**src/rtl/reaction_timer_ctrl_if.sv**
```systemverilog
`default_nettype none
// ============================================================================
// Module      : reaction_timer_ctrl_if
// Description : Handshake/display bundle between the reaction-timer control
//               stage and its neighbours (tick divider, buttons, LFSR,
//               display driver).
// Revision    : 1.0 - initial release
// ============================================================================
interface reaction_timer_ctrl_if #(
    parameter int CNT_W = 14
);
    logic             tick;
    logic             start;
    logic             stop;
    logic [11:0]      delay;
    logic             delay_req;
    logic             led;
    logic [CNT_W-1:0] reaction_time;
    logic             done;
    logic             early;
    logic             timeout;

    // Environment side: drives tick/buttons/delay, observes results
    modport master (
        output tick, start, stop, delay,
        input  delay_req, led, reaction_time, done, early, timeout
    );

    // Controller side
    modport slave (
        input  tick, start, stop, delay,
        output delay_req, led, reaction_time, done, early, timeout
    );
endinterface
`default_nettype wire

```
**src/rtl/reaction_timer_ctrl.sv**
```systemverilog
`default_nettype none
// ============================================================================
// Module      : reaction_timer_ctrl
// Description : Reaction-timer trial sequencer. Requests a random delay from
//               the LFSR, waits that many ms ticks with the LED dark, lights
//               the LED and measures the reaction time in ms until Stop.
//               Flags early presses and saturating timeouts.
// Revision    : 1.0 - initial release
// ============================================================================
module reaction_timer_ctrl #(
    parameter int CNT_W     = 14,
    parameter int MAX_MS    = 9999,
    parameter int MIN_DELAY = 500
) (
    input  wire logic            clk,
    input  wire logic            rst_n,
    reaction_timer_ctrl_if.slave bus
);

    typedef enum logic [2:0] {
        S_IDLE    = 3'd0,
        S_ARM     = 3'd1,
        S_LOAD    = 3'd2,
        S_WAIT    = 3'd3,
        S_MEASURE = 3'd4,
        S_DONE    = 3'd5,
        S_EARLY   = 3'd6
    } state_t;

    localparam logic [CNT_W-1:0] C_MAX    = CNT_W'(MAX_MS);
    localparam logic [CNT_W-1:0] C_MAX_M1 = CNT_W'(MAX_MS - 1);
    localparam logic [CNT_W-1:0] C_MIN    = CNT_W'(MIN_DELAY);
    localparam logic [CNT_W-1:0] C_ONE    = CNT_W'(1);

    state_t           state, state_nx;
    logic [CNT_W-1:0] dcnt, dcnt_nx;
    logic [CNT_W-1:0] mcnt, mcnt_nx;
    logic [CNT_W-1:0] time_q, time_nx;
    logic             delay_req_q, delay_req_nx;
    logic             led_q, led_nx;
    logic             done_q, done_nx;
    logic             early_q, early_nx;
    logic             timeout_q, timeout_nx;

    // State, counters and registered outputs; reset aborts any trial at once
    always_ff @(posedge clk or negedge rst_n) begin
        if (!rst_n) begin
            state       <= S_IDLE;
            dcnt        <= '0;
            mcnt        <= '0;
            time_q      <= '0;
            delay_req_q <= 1'b0;
            led_q       <= 1'b0;
            done_q      <= 1'b0;
            early_q     <= 1'b0;
            timeout_q   <= 1'b0;
        end else begin
            state       <= state_nx;
            dcnt        <= dcnt_nx;
            mcnt        <= mcnt_nx;
            time_q      <= time_nx;
            delay_req_q <= delay_req_nx;
            led_q       <= led_nx;
            done_q      <= done_nx;
            early_q     <= early_nx;
            timeout_q   <= timeout_nx;
        end
    end

    // Next-state and next-output decode; everything holds unless changed
    always_comb begin
        state_nx     = state;
        dcnt_nx      = dcnt;
        mcnt_nx      = mcnt;
        time_nx      = time_q;
        delay_req_nx = 1'b0;
        led_nx       = led_q;
        done_nx      = done_q;
        early_nx     = early_q;
        timeout_nx   = timeout_q;

        case (state)
            S_IDLE, S_DONE, S_EARLY: begin
                // Start takes priority over a simultaneous Stop here
                if (bus.start) begin
                    state_nx     = S_ARM;
                    delay_req_nx = 1'b1;
                    led_nx       = 1'b0;
                    done_nx      = 1'b0;
                    early_nx     = 1'b0;
                    timeout_nx   = 1'b0;
                    time_nx      = '0;
                end
            end
            S_ARM: begin
                // LFSR latches its word on this edge; capture it next cycle
                state_nx = S_LOAD;
            end
            S_LOAD: begin
                dcnt_nx  = (bus.delay == 12'd0) ? C_MIN : CNT_W'(bus.delay);
                state_nx = S_WAIT;
            end
            S_WAIT: begin
                if (bus.stop) begin
                    state_nx = S_EARLY;
                    early_nx = 1'b1;
                end else if (bus.tick) begin
                    // Last tick of the delay lights the LED; dcnt stays >= 1
                    if (dcnt <= C_ONE) begin
                        state_nx = S_MEASURE;
                        led_nx   = 1'b1;
                        mcnt_nx  = '0;
                    end else begin
                        dcnt_nx = dcnt - C_ONE;
                    end
                end
            end
            S_MEASURE: begin
                if (bus.stop) begin
                    // Report the count before any same-cycle tick
                    state_nx = S_DONE;
                    time_nx  = mcnt;
                    done_nx  = 1'b1;
                    led_nx   = 1'b0;
                end else if (bus.tick) begin
                    if (mcnt >= C_MAX_M1) begin
                        state_nx   = S_DONE;
                        mcnt_nx    = C_MAX;
                        time_nx    = C_MAX;
                        done_nx    = 1'b1;
                        timeout_nx = 1'b1;
                        led_nx     = 1'b0;
                    end else begin
                        mcnt_nx = mcnt + C_ONE;
                    end
                end
            end
            default: begin
                state_nx   = S_IDLE;
                led_nx     = 1'b0;
                done_nx    = 1'b0;
                early_nx   = 1'b0;
                timeout_nx = 1'b0;
                time_nx    = '0;
            end
        endcase
    end

    assign bus.delay_req     = delay_req_q;
    assign bus.led           = led_q;
    assign bus.reaction_time = time_q;
    assign bus.done          = done_q;
    assign bus.early         = early_q;
    assign bus.timeout       = timeout_q;

endmodule
`default_nettype wire

```
**src/flat_wrapper.sv**
```systemverilog
// flat-port wrapper written by rule: the top's interface ports become plain ports
module reaction_timer_ctrl_flat 
#(
    parameter int CNT_W     = 14,
    parameter int MAX_MS    = 9999,
    parameter int MIN_DELAY = 500
)
  (clk, rst_n, bus_tick, bus_start, bus_stop, bus_delay, bus_delay_req, bus_led, bus_reaction_time, bus_done, bus_early, bus_timeout);
  reaction_timer_ctrl_if #(.CNT_W(CNT_W)) bus_i ();
  input  wire logic clk;
  input  wire logic rst_n;
  input wire logic [$bits(bus_i.tick)-1:0] bus_tick;
  input wire logic [$bits(bus_i.start)-1:0] bus_start;
  input wire logic [$bits(bus_i.stop)-1:0] bus_stop;
  input wire logic [$bits(bus_i.delay)-1:0] bus_delay;
  output wire logic [$bits(bus_i.delay_req)-1:0] bus_delay_req;
  output wire logic [$bits(bus_i.led)-1:0] bus_led;
  output wire logic [$bits(bus_i.reaction_time)-1:0] bus_reaction_time;
  output wire logic [$bits(bus_i.done)-1:0] bus_done;
  output wire logic [$bits(bus_i.early)-1:0] bus_early;
  output wire logic [$bits(bus_i.timeout)-1:0] bus_timeout;
  assign bus_i.tick = bus_tick;
  assign bus_i.start = bus_start;
  assign bus_i.stop = bus_stop;
  assign bus_i.delay = bus_delay;
  assign bus_delay_req = bus_i.delay_req;
  assign bus_led = bus_i.led;
  assign bus_reaction_time = bus_i.reaction_time;
  assign bus_done = bus_i.done;
  assign bus_early = bus_i.early;
  assign bus_timeout = bus_i.timeout;
  reaction_timer_ctrl #(.CNT_W(CNT_W), .MAX_MS(MAX_MS), .MIN_DELAY(MIN_DELAY)) u_core (.clk(clk), .rst_n(rst_n), .bus(bus_i));
endmodule
```
**config.mk**
```make
export PLATFORM = sky130hd
export DESIGN_NAME = reaction_timer_ctrl_flat
export DESIGN_NICKNAME = d
export VERILOG_FILES = /design/src/rtl/reaction_timer_ctrl_if.sv /design/src/rtl/reaction_timer_ctrl.sv /design/src/flat_wrapper.sv
export SDC_FILE = /design/constraint.sdc
export NUM_CORES = 1
export LEC_CHECK = 0
export CAP_MARGIN = 25
export CORE_ASPECT_RATIO = 0.5
export CORE_UTILIZATION = 55
export CTS_CLUSTER_DIAMETER = 60
export DETAILED_ROUTE_END_ITERATION = 8
export GPL_TIMING_DRIVEN = 1
export MAX_ROUTING_LAYER = met4
export PLACE_DENSITY = 0.83
export SETUP_SLACK_MARGIN = 0.5
export SLEW_MARGIN = 15
export SYNTH_ARGS = -nofsm -noshare
export SYNTH_HDL_FRONTEND = slang
export SYNTH_SLANG_ARGS = --single-unit
```
**constraint.sdc**
```tcl
create_clock -name clk -period 2.3 [get_ports clk]
set_clock_uncertainty 0.2 [all_clocks]
set_input_delay 0.575 -clock clk [delete_from_list [all_inputs] [get_ports clk]]
set_output_delay 0.575 -clock clk [all_outputs]
set_load 0.05 [all_outputs]
```
## After elaboration in Yosys (flattened, before gate mapping)

Index checks and enable logic that the tools add are counted.

| cells by class | value |
|---|---|
| $add $sub $neg | 2 |
| $mul | 0 |
| div/mod/pow operators | 0 |
| magnitude comparators | 2 |
| eq/ne operators | 19 |
| shifts and indexed selects | 0 |
| muxes and demuxes | 43 |
| bitwise logic cells | 3 |
| reductions and logical operators | 15 |

Operators by type and width:

| cell | number |
|---|---|
| 14-bit two-way mux | 13 |
| 14-bit case mux with 2 select lines | 2 |
| 14-bit case mux with 3 select lines | 1 |
| 3-bit two-way mux | 7 |
| 3-bit case mux with 5 select lines | 1 |
| 14-bit by 1-bit adder with 14-bit output, second input constant | 1 |
| 14-bit >= comparator, second input constant | 1 |
| 14-bit by 1-bit <= comparator with 1-bit output, second input constant | 1 |
| 1-bit two-way mux | 14 |
| 2-bit != test, second input constant | 7 |
| 14-bit by 1-bit subtractor with 14-bit output, second input constant | 1 |
| 12-bit zero test | 1 |
| 12-bit two-way mux | 1 |
| 5-bit AND reduction | 2 |
| 3-bit equality test, second input constant | 3 |
| 1-bit case mux with 3 select lines | 3 |
| 3-bit OR reduction | 3 |
| 4-bit AND reduction | 2 |
| 7-bit AND reduction | 1 |
| 3-bit by 2-bit equality test with 1-bit output, second input constant | 2 |
| 3-bit by 2-bit != test with 1-bit output, second input constant | 2 |
| 3-bit != test, second input constant | 2 |
| 6-bit AND reduction | 1 |
| 2-bit by 1-bit != test with 1-bit output, second input constant | 2 |
| other kinds (7) | 10 |

| storage, ports and cells | value |
|---|---|
| flip-flop bits (word level) | 50 |
| latch bits | 0 |
| RAM bits | 0 |
| bits in read-only memories | 0 |
| input bits | 17 |
| output and inout bits | 19 |
| word-level logic and storage cells | 93 |
| memories kept | 0 |

## Logic depth before layout (Yosys ltp)

Gate-level depths: netlist of the first run.

| depth | value |
|---|---|
| depth in word-level cells | 5 |
| gate-level depth with buffers | 8 |
| gate-level depth less buffers | 7 |

## Least setup slack after synthesis of the first run

OpenSTA, ideal clock, no wires.

| path | value |
|---|---|
| kind | flip-flop to flip-flop |
| start point | reg u_core.dcnt[0] |
| end point | reg u_core.mcnt[10] |
| library setup time | 121 ps |
| data arrival time | 1774 ps |
| data required time | 1979 ps |
| setup slack | 205 ps |
| stages on the path, launching flop included | 9 |
| path buffers | 1 |
| clock period less this slack | 2095 ps |
| cell sequence | dfrtp_1 inv_1 ha_1 o21ba_2 and4_1 a21oi_1 buf_2 a211o_1 a22o_1 |

| on the way | value |
|---|---|
| cells in the longest elaborated chain, start to end | 3 |

Ends and longest elaborated chain:

| element | line | source |
|---|---|---|
| start, declared | reaction_timer_ctrl.sv:36 | `logic [CNT_W-1:0] dcnt, dcnt_nx;` |
| start signal, assigned | reaction_timer_ctrl.sv:59 | `dcnt <= dcnt_nx;` |
| 14-bit by 1-bit <= comparator with 1-bit output | reaction_timer_ctrl.sv:109 | `if (dcnt <= C_ONE) begin` |
| 2-bit by 1-bit != test with 1-bit output (no line) | - |  |
| 6-bit AND reduction (no line) | - |  |
| end signal, assigned | reaction_timer_ctrl.sv:60 | `mcnt <= mcnt_nx;` |
| end, declared | reaction_timer_ctrl.sv:37 | `logic [CNT_W-1:0] mcnt, mcnt_nx;` |

Every way passes these cells.
A chain may end at the register's enable or synchronous reset.

## Worst setup path after layout of the first run

| path | value |
|---|---|
| start point | reg u_core.state[0] |
| end point | reg u_core.time_q[12], in the netlist u_core.bus.reaction_time[12] |

| on the way | value |
|---|---|
| cells in the longest elaborated chain, start to end | 4 |
| elaborated cells between the ends (all ways) | 15 |
| those cells by class | eq/ne (9); mux (1); bitwise (1); reduce/logical (4) |

Ends and longest elaborated chain:

| element | line | source |
|---|---|---|
| start, declared | reaction_timer_ctrl.sv:35 | `state_t state, state_nx;` |
| start signal, assigned | reaction_timer_ctrl.sv:58 | `state <= state_nx;` |
| 3-bit equality test, or another cell as far along | reaction_timer_ctrl.sv:82 | `case (state)` |
| 3-bit OR reduction, on equally long branches | - |  |
| 2-bit != test (no line) or 1-bit inverter (tied branches) | - |  |
| 4-bit AND reduction (no line) | - |  |
| end signal, assigned | reaction_timer_ctrl.sv:61 | `time_q <= time_nx;` |
| end, declared | reaction_timer_ctrl.sv:38 | `logic [CNT_W-1:0] time_q, time_nx;` |

Several ways; a longest one is shown, not always the timed one.

==> metrics.md, run 1 <==
| Metric | Value |
|---|---|
| Run status | `finished, violations left` |
| Failing checks | `setup timing` |
| Sink Count | `50` |
| PwrDens | `~1100 nW/um^2` |
| Post-DP HPWL | `between 5000 and 6000 um` |
| Final net count | `433` |
| Final core occ | `87.2%` |
| Tmin final | `roughly 2.3 ns` |
| Hold Buf Count CTS | `0` |
| CP required | `2.30 ns` |
| CP delay by family, top | `compound AO/OA/AOI/OAI gates` |
| Endpoint class of the critical path | `flip-flop` |
| Largest incremental delay on the critical path | `0.50 ns` |
| Global-route met1 utilization | `between 40% and 50%` |
| Number of buffers created by CTS | `5` |
| Crit-path slowest cell | `dfrtp_2` |
| Hold Path Class | `in2async` |
| Worst path bufs/invs | `3` |
| Gr usage total | `a little over a third` |
| Syn Inst Count | `320` |
| DRC Markers | `0` |
| RSZ-0062 raised after global routing | `true` |
| Vias in the first global route | `approximately 3.0k` |
| CP Launch Type | `flip-flop` |
| Port-buffer cells | `35` |
| Area of the die | `around 5700 sq um` |
| Cell Area, Synth | `approximately 3000 sq um` |
| Finished Cell Area | `between 4000 and 5000 sq um` |
| Crit-path max FO | `6` |
| Max Cap Viol | `0` |
| Ys async rst share | `100%` |
| Vias per inst | `just over 7` |
| Mean post-synth cell area | `between 9 and 10 sq um` |
| Post-Syn Nets | `approximately 340` |
| Clk Latency, worst-skew pair | `~0.31 ns` |
| Rows | `18` |
| Share of Yosys cell area claimed by the top area cell type | `42.1%` |
| Final WS setup | `-0.0372 ns` |
| Ranking of synthesized cells by area | `dfrtp_1 42%, a21oi_1 4.5%, o21ai_0 3.2%, nor2_1 3.2%, nand2_1 2.8%` |
| Met3 Use GR | `5.69%` |
| WL/cell | `about 23 um` |
| Most frequent cells in the layout | `61 x buf_4, 42 x dfrtp_1, 21 x nand2_1` |
| Final hold slack | `approximately 0.037 ns` |
| Peak VDD IR | `0.000781 V` |
| Worst-path clk slew | `0.09 ns` |
| Worst setup path startpoint | `u_core.state[0]` |
| Final Setup Violations | `1` |
| Maximum clock rate | `between 400 and 500 MHz` |
| Max Slew Vio Count | `0` |
| Worst Setup Path Type | `reg2reg` |
| First-pass GRT wire length | `around 15000 um` |
| Largest net degree at the start of global routing | `51` |
| Top Ports | `36` |
| # diodes | `0` |
| H-Tree Depth | `2` |
| Grt ovf | `0` |
| Area grow syn2layout | `48.5%` |
| Routed wire length | `about 11000 um` |
| Placed inst area | `3660 sq um` |
| Initial antenna violation count | `0` |
| ANT nets after route | `0` |
| R2R Setup Slk | `-0.04 ns` |
| Slew Limit Headroom | `around two thirds` |
| Met2 GRT Util | `between 60 and 70%` |
| Most used routing layer | `met2` |
| Via count | `~3.5k` |
| RR Startpoint | `u_core.state[0]` |
| RD Place Congestion | `about 0.93` |
| TritonCTS clock tree | `done` |
| Yosys cell types | `between 60 and 70` |
| Post-synth EDFFs | `0` |
| Commonest non-fill, non-tap cell in the layout | `buf_4` |
| First-pass DRT Iterations | `6` |
| Starting density of the core | `58.7%` |
| Crit share post-route | `102%` |
| Final Hold Viols | `0` |
| Measured slew at the worst slew-check pin | `about 0.52 ns` |
| Max Root-Sink Buffers | `2` |
| Leakage | `about 0.0018 uW` |
| CTS Root Cell | `clkbuf_8` |
| Crit path DAT | `about 2.3 ns` |
| Dpl ws | `-0.229 ns` |
| Register area share after synthesis | `42.1%` |
| Cell taking the most area after synthesis | `dfrtp_1` |
| Initial DRC Count | `slightly above 400` |
| Yosys reg bits | `50` |
| Layout cells sized above 1 | `45.0%` |
| Die Y | `between 50 and 60 um` |
| Yosys warning count | `0` |
| Core Region | `approximately 5100 sq um` |
| CP Cell Sequence | `buf_4 -> nor4b_1 -> a21oi_1 -> o21a_2 -> buf_6 -> buf_12 -> a32o_2` |
| Post-synth top flop | `dfrtp_1` |
| Die width | `106 um` |
## repair_timing
item	in CTS	in global routing
buffers inserted	22	13
endpoints found under the setup margin	55	49
gates resized for setup	76	44
endpoints found under the hold margin	0	0
pin swaps	21	31
cloned	1	0
## Yosys cell counts, drive strengths merged (6+ instances only)
cell	count
dfrtp	50
o21ai	32
a21oi	28
nor2	26
nand2	23
nor3	12
inv	11
nor4	10
buf	9
o2bb2ai	9
nand3	8
clkbuf	7
nand4	7
a32o	6
## routing by layer
metal  share of wire [%]  up-vias  wire (um)
met3                  12       93       1330
met5                   0        -          0
li1                    -     1413          -
met4                 6.2        0        699
met1                  36     1633       4070
met2                  46      323       5160
## kinds of logic (layout without fill, tap and decap cells)
kind of cell    count (synthesis)  after routing  synth area share [%]
compound gates                123            123                  28.6
simple gates                  112            112                  21.2
flops                          50             50                  42.1
buf+inv                        27            120                  5.17
fa+ha+maj                       4              4                  1.68
mux                             4              4                  1.35
## cell type report
type / instances / area (sq um)
clock buffer: 7 / 76.3
clock inverter: 1 / 30.0
fill: 221 / 648
inverter: 11 / 45.0
multi-input combinational: 243 / 2030
sequential: 50 / 1260
tap: 70 / 87.6
timing repair buffer: 101 / 893
## through the flow
| step | total power, uW | instances | TNS, ns |
|---|---|---|---|
| detailed placement | 3360 | 439 | -1.98 |
| CTS | 4430 | 470 | 0 |
| global route | 5160 | 483 | -0.0450 |
| global placement | 3280 | 439 | -0.833 |
| floorplan | 2760 | 320 | 0 |
| finish | 4980 | 483 | -0.0372 |
## report_power, final
part	switching, uW	internal, uW	total, uW
logic	1600	1250	2850
clock network	316	326	643
registers	376	1120	1490
## path summary, 6_finish.rpt
check	endpoint	cells past startpoint
max	u_core.bus.reaction_time[12]	7
min	u_core.bus.reaction_time[5]	2
max reg2reg	u_core.bus.reaction_time[12]	7
min reg2reg	u_core.bus.led	1
max in group asynchronous	u_core.state[2]	2
min in group clk	u_core.bus.led	1
## worst reg2reg max path, delay by kind of cell, from the launching register on
kind,cells,cell delay [ns]
compound gates,3,0.59
simple gates,1,0.49
flops,1,0.50
buf+inv,3,0.45
## sequential cells by signal, indices dropped and copies added (netlist names)
| register | flops |
|---|---|
| u_core.bus.reaction_time | 14 |
| u_core.dcnt | 14 |
| u_core.mcnt | 14 |
| u_core.state | 3 |
| u_core.bus.delay_req | 1 |
| u_core.bus.done | 1 |
| u_core.bus.early | 1 |
| u_core.bus.led | 1 |
| u_core.bus.timeout | 1 |
Power figures use the tool's default switching activity.
==> run 2, diff against run 1 <==
- CTS_CLUSTER_DIAMETER: 60 -> 150
==> results of run 2 <==
Same layout as run 1: the final DEF is identical, and so are final timing and power.
==> run 3, diff against run 2 <==
- CORE_ASPECT_RATIO: 0.5 -> 0.8
- clock period: 2.3 -> 2.5 ns (I/O delays scaled with it)
==> run 3 against run 2 <==
  * The run ends with DRC left
  * Sequential power shrank 7%
  * Hold slack gained 0.037 ns
  * Register-to-register slack gained 0.17 ns
  * Via count grew 6.4%
  * Worst setup slack gained 0.17 ns
  * Clock power shrank 5.8%
  * Non-clock buffer count grew 11
  * Combinational power is essentially flat
  * Die area shrank 0.29%
  * Largest cell class unchanged
==> metrics.md, run 3 (synthesis results as in run 1) <==
| Metric | Value |
|---|---|
| Largest net degree at the start of global routing | `31` |
| Sw frac | `~47%` |
| Sum Neg Setup Slack | `0 ns` |
| Initial DRC Count | `just under 800` |
| TritonCTS clock tree | `done` |
| Worst setup path startpoint | `u_core.dcnt[3]` |
| Run status | `finished, violations left` |
| Maximum clock rate | `422 MHz` |
| WL/cell | `between 20 and 30 um` |
| Post-DP HPWL | `around 5700 um` |
| Initial antenna violation count | `0` |
| Psw | `2280 uW` |
| Finished Layout Cells | `approximately 500` |
| Placed inst area | `3550 sq um` |
| Most frequent cells in the layout | `62 x buf_4, 40 x dfrtp_1, 19 x nor2_1, 19 x nand2_1` |
| Crit share post-route | `94.8%` |
| CP required | `about 2.5 ns` |
| Layout cells sized above 1 | `roughly 46%` |
| Reg area | `1260 sq um` |
| Final WS setup | `~0.13 ns` |
| Cells after DPL | `~430` |
| Fill cells | `203` |
| Crit path DAT | `approximately 2.4 ns` |
| RR Startpoint | `u_core.dcnt[3]` |
| Clk pwr share | `12.6%` |
| Area grow syn2layout | `50.6%` |
| Grt ovf | `0` |
| Area of the die | `between 5000 and 6000 sq um` |
| Peak VDD IR | `roughly 0.0006 V` |
| Leakage | `about 0.0018 uW` |
| Vias in the first global route | `3113` |
| Worst-path clk slew | `~0.1 ns` |
| CP Cell Sequence | `nor4_4 -> nand4_1 -> a31oi_4 -> buf_6 -> a21oi_1 -> o21ai_1` |
| H-Tree Depth | `2` |
| Core Region | `between 5000 and 6000 sq um` |
| Via count | `3683` |
| Hold Buf Count CTS | `0` |
| Starting density of the core | `between 50 and 60%` |
| Gr usage total | `about 37%` |
| Largest incremental delay on the critical path | `about 0.54 ns` |
| Max Slew Vio Count | `0` |
| Worst Setup Path Type | `reg2reg` |
| Routed wire length | `about 13000 um` |
| Dpl ws | `-0.112 ns` |
| Endpoint class of the critical path | `flip-flop` |
| Rows | `23` |
| RSZ-0062 raised after global routing | `true` |
| RD Place Congestion | `between 0.9 and 1` |
| Combinational power share | `between 50% and 60%` |
| Measured slew at the worst slew-check pin | `0.541 ns` |
| Worst reg-to-reg path cell count | `6` |
| Max Root-Sink Buffers | `2` |
| Number of buffers created by CTS | `5` |
| Final hold slack | `0.0739 ns` |
| CTS Root Cell | `clkbuf_8` |
| # diodes | `0` |
| Reg power frac | `28.8%` |
| Port-buffer cells | `35` |
| Crit-path max FO | `7` |
| CP Launch Type | `flip-flop` |
| PwrDens | `between 1000 and 1500 nW/um^2` |
| Slew Limit Headroom | `63.7%` |
| Final net count | `approximately 450` |
| ANT nets after route | `0` |
| DRC Markers | `10` |
| Internal | `about 2500 uW` |
| First-pass GRT wire length | `roughly 16000 um` |
| Die width | `approximately 84 um` |
| First-pass DRT Iterations | `9` |
| R2R Setup Slk | `between 0.1 and 0.15 ns` |
| Crit-path slowest cell | `dfrtp_1` |
| Failing checks | `DRC` |
| Tmin final | `about 2.4 ns` |
| Final Hold Viols | `0` |
| Finished Cell Area | `4480 sq um` |
| Top Ports | `36` |
| R2R Path End | `u_core.dcnt[4]` |
| Die Y | `67.8 um` |
| Max Cap Viol | `0` |
| Clk Latency, worst-skew pair | `about 0.32 ns` |
| Final Setup Violations | `0` |
| Critical Path End | `u_core.dcnt[4]` |
| Multi-input gate area | `about 2000 sq um` |
| Vias per inst | `7.56` |
| Hold Path Class | `in2async` |
| Sink Count | `50` |
| Commonest non-fill, non-tap cell in the layout | `buf_4` |
[run 3: final cells by class]
| type | instances | share of cell area [%] |
|---|---|---|
| Clock buffer | 6 | 1.62 |
| Tap cell | 62 | 1.73 |
| Sequential cell | 50 | 28.2 |
| Multi-Input combinational cell | 244 | 45.4 |
| Timing Repair Buffer | 112 | 21.3 |
| Inverter | 11 | 0.922 |
| Clock inverter | 2 | 0.838 |
[run 3: worst max-delay path, delay by kind of cell (launching register included)]
kind	cells	cell delay, ns
flip-flops	1	0.54
AO/OA/AOI/OAI	3	0.65
AND/OR/NAND/NOR	2	0.68
buffers and inverters	1	0.20
[run 3: metrics by stage]
step | power [uW] | utilization, %
final | 4810 | 88.0
after global routing | 4920 | 88.0
after CTS | 4060 | 80.6
after detailed placement | 3000 | 69.7
after global placement | 2950 | 69.7
after floorplan | 2470 | -
[run 3: how the worst min path moves through the flow]
stage,endpoint,slack (ns)
2_1_floorplan,u_core.bus.delay_req,0.13
3_3_place_gp,u_core.bus.timeout,0.26
3_5_place_dp,u_core.bus.reaction_time[8],0.27
4_1_cts,u_core.mcnt[6],0.09
5_1_grt,u_core.dcnt[6],0.11
6_report,u_core.mcnt[6],0.07
[run 3: routing by layer]
metal	share of wire [%]	global-route usage, %
met3	15	8.07
met5	0	-
met4	6.9	14.9
met2	42	56.8
met1	36	48.1
[run 3: power groups by stage]
stage | Sequential [uW] | Clock (uW) | Combinational [uW]
floorplan | 1400 | 0 | 1070
global placement | 1330 | 0 | 1620
detailed placement | 1340 | 0 | 1660
CTS | 1320 | 583 | 2170
global route | 1400 | 621 | 2900
finish | 1380 | 606 | 2820
[run 3: what timing repair did]
item	4_1_cts	5_1_grt
endpoints found under the setup margin	66	58
resized for setup	86	79
setup buffers	34	17
gates cloned	0	1
hold endpoints to repair	0	0
pin swaps	18	32
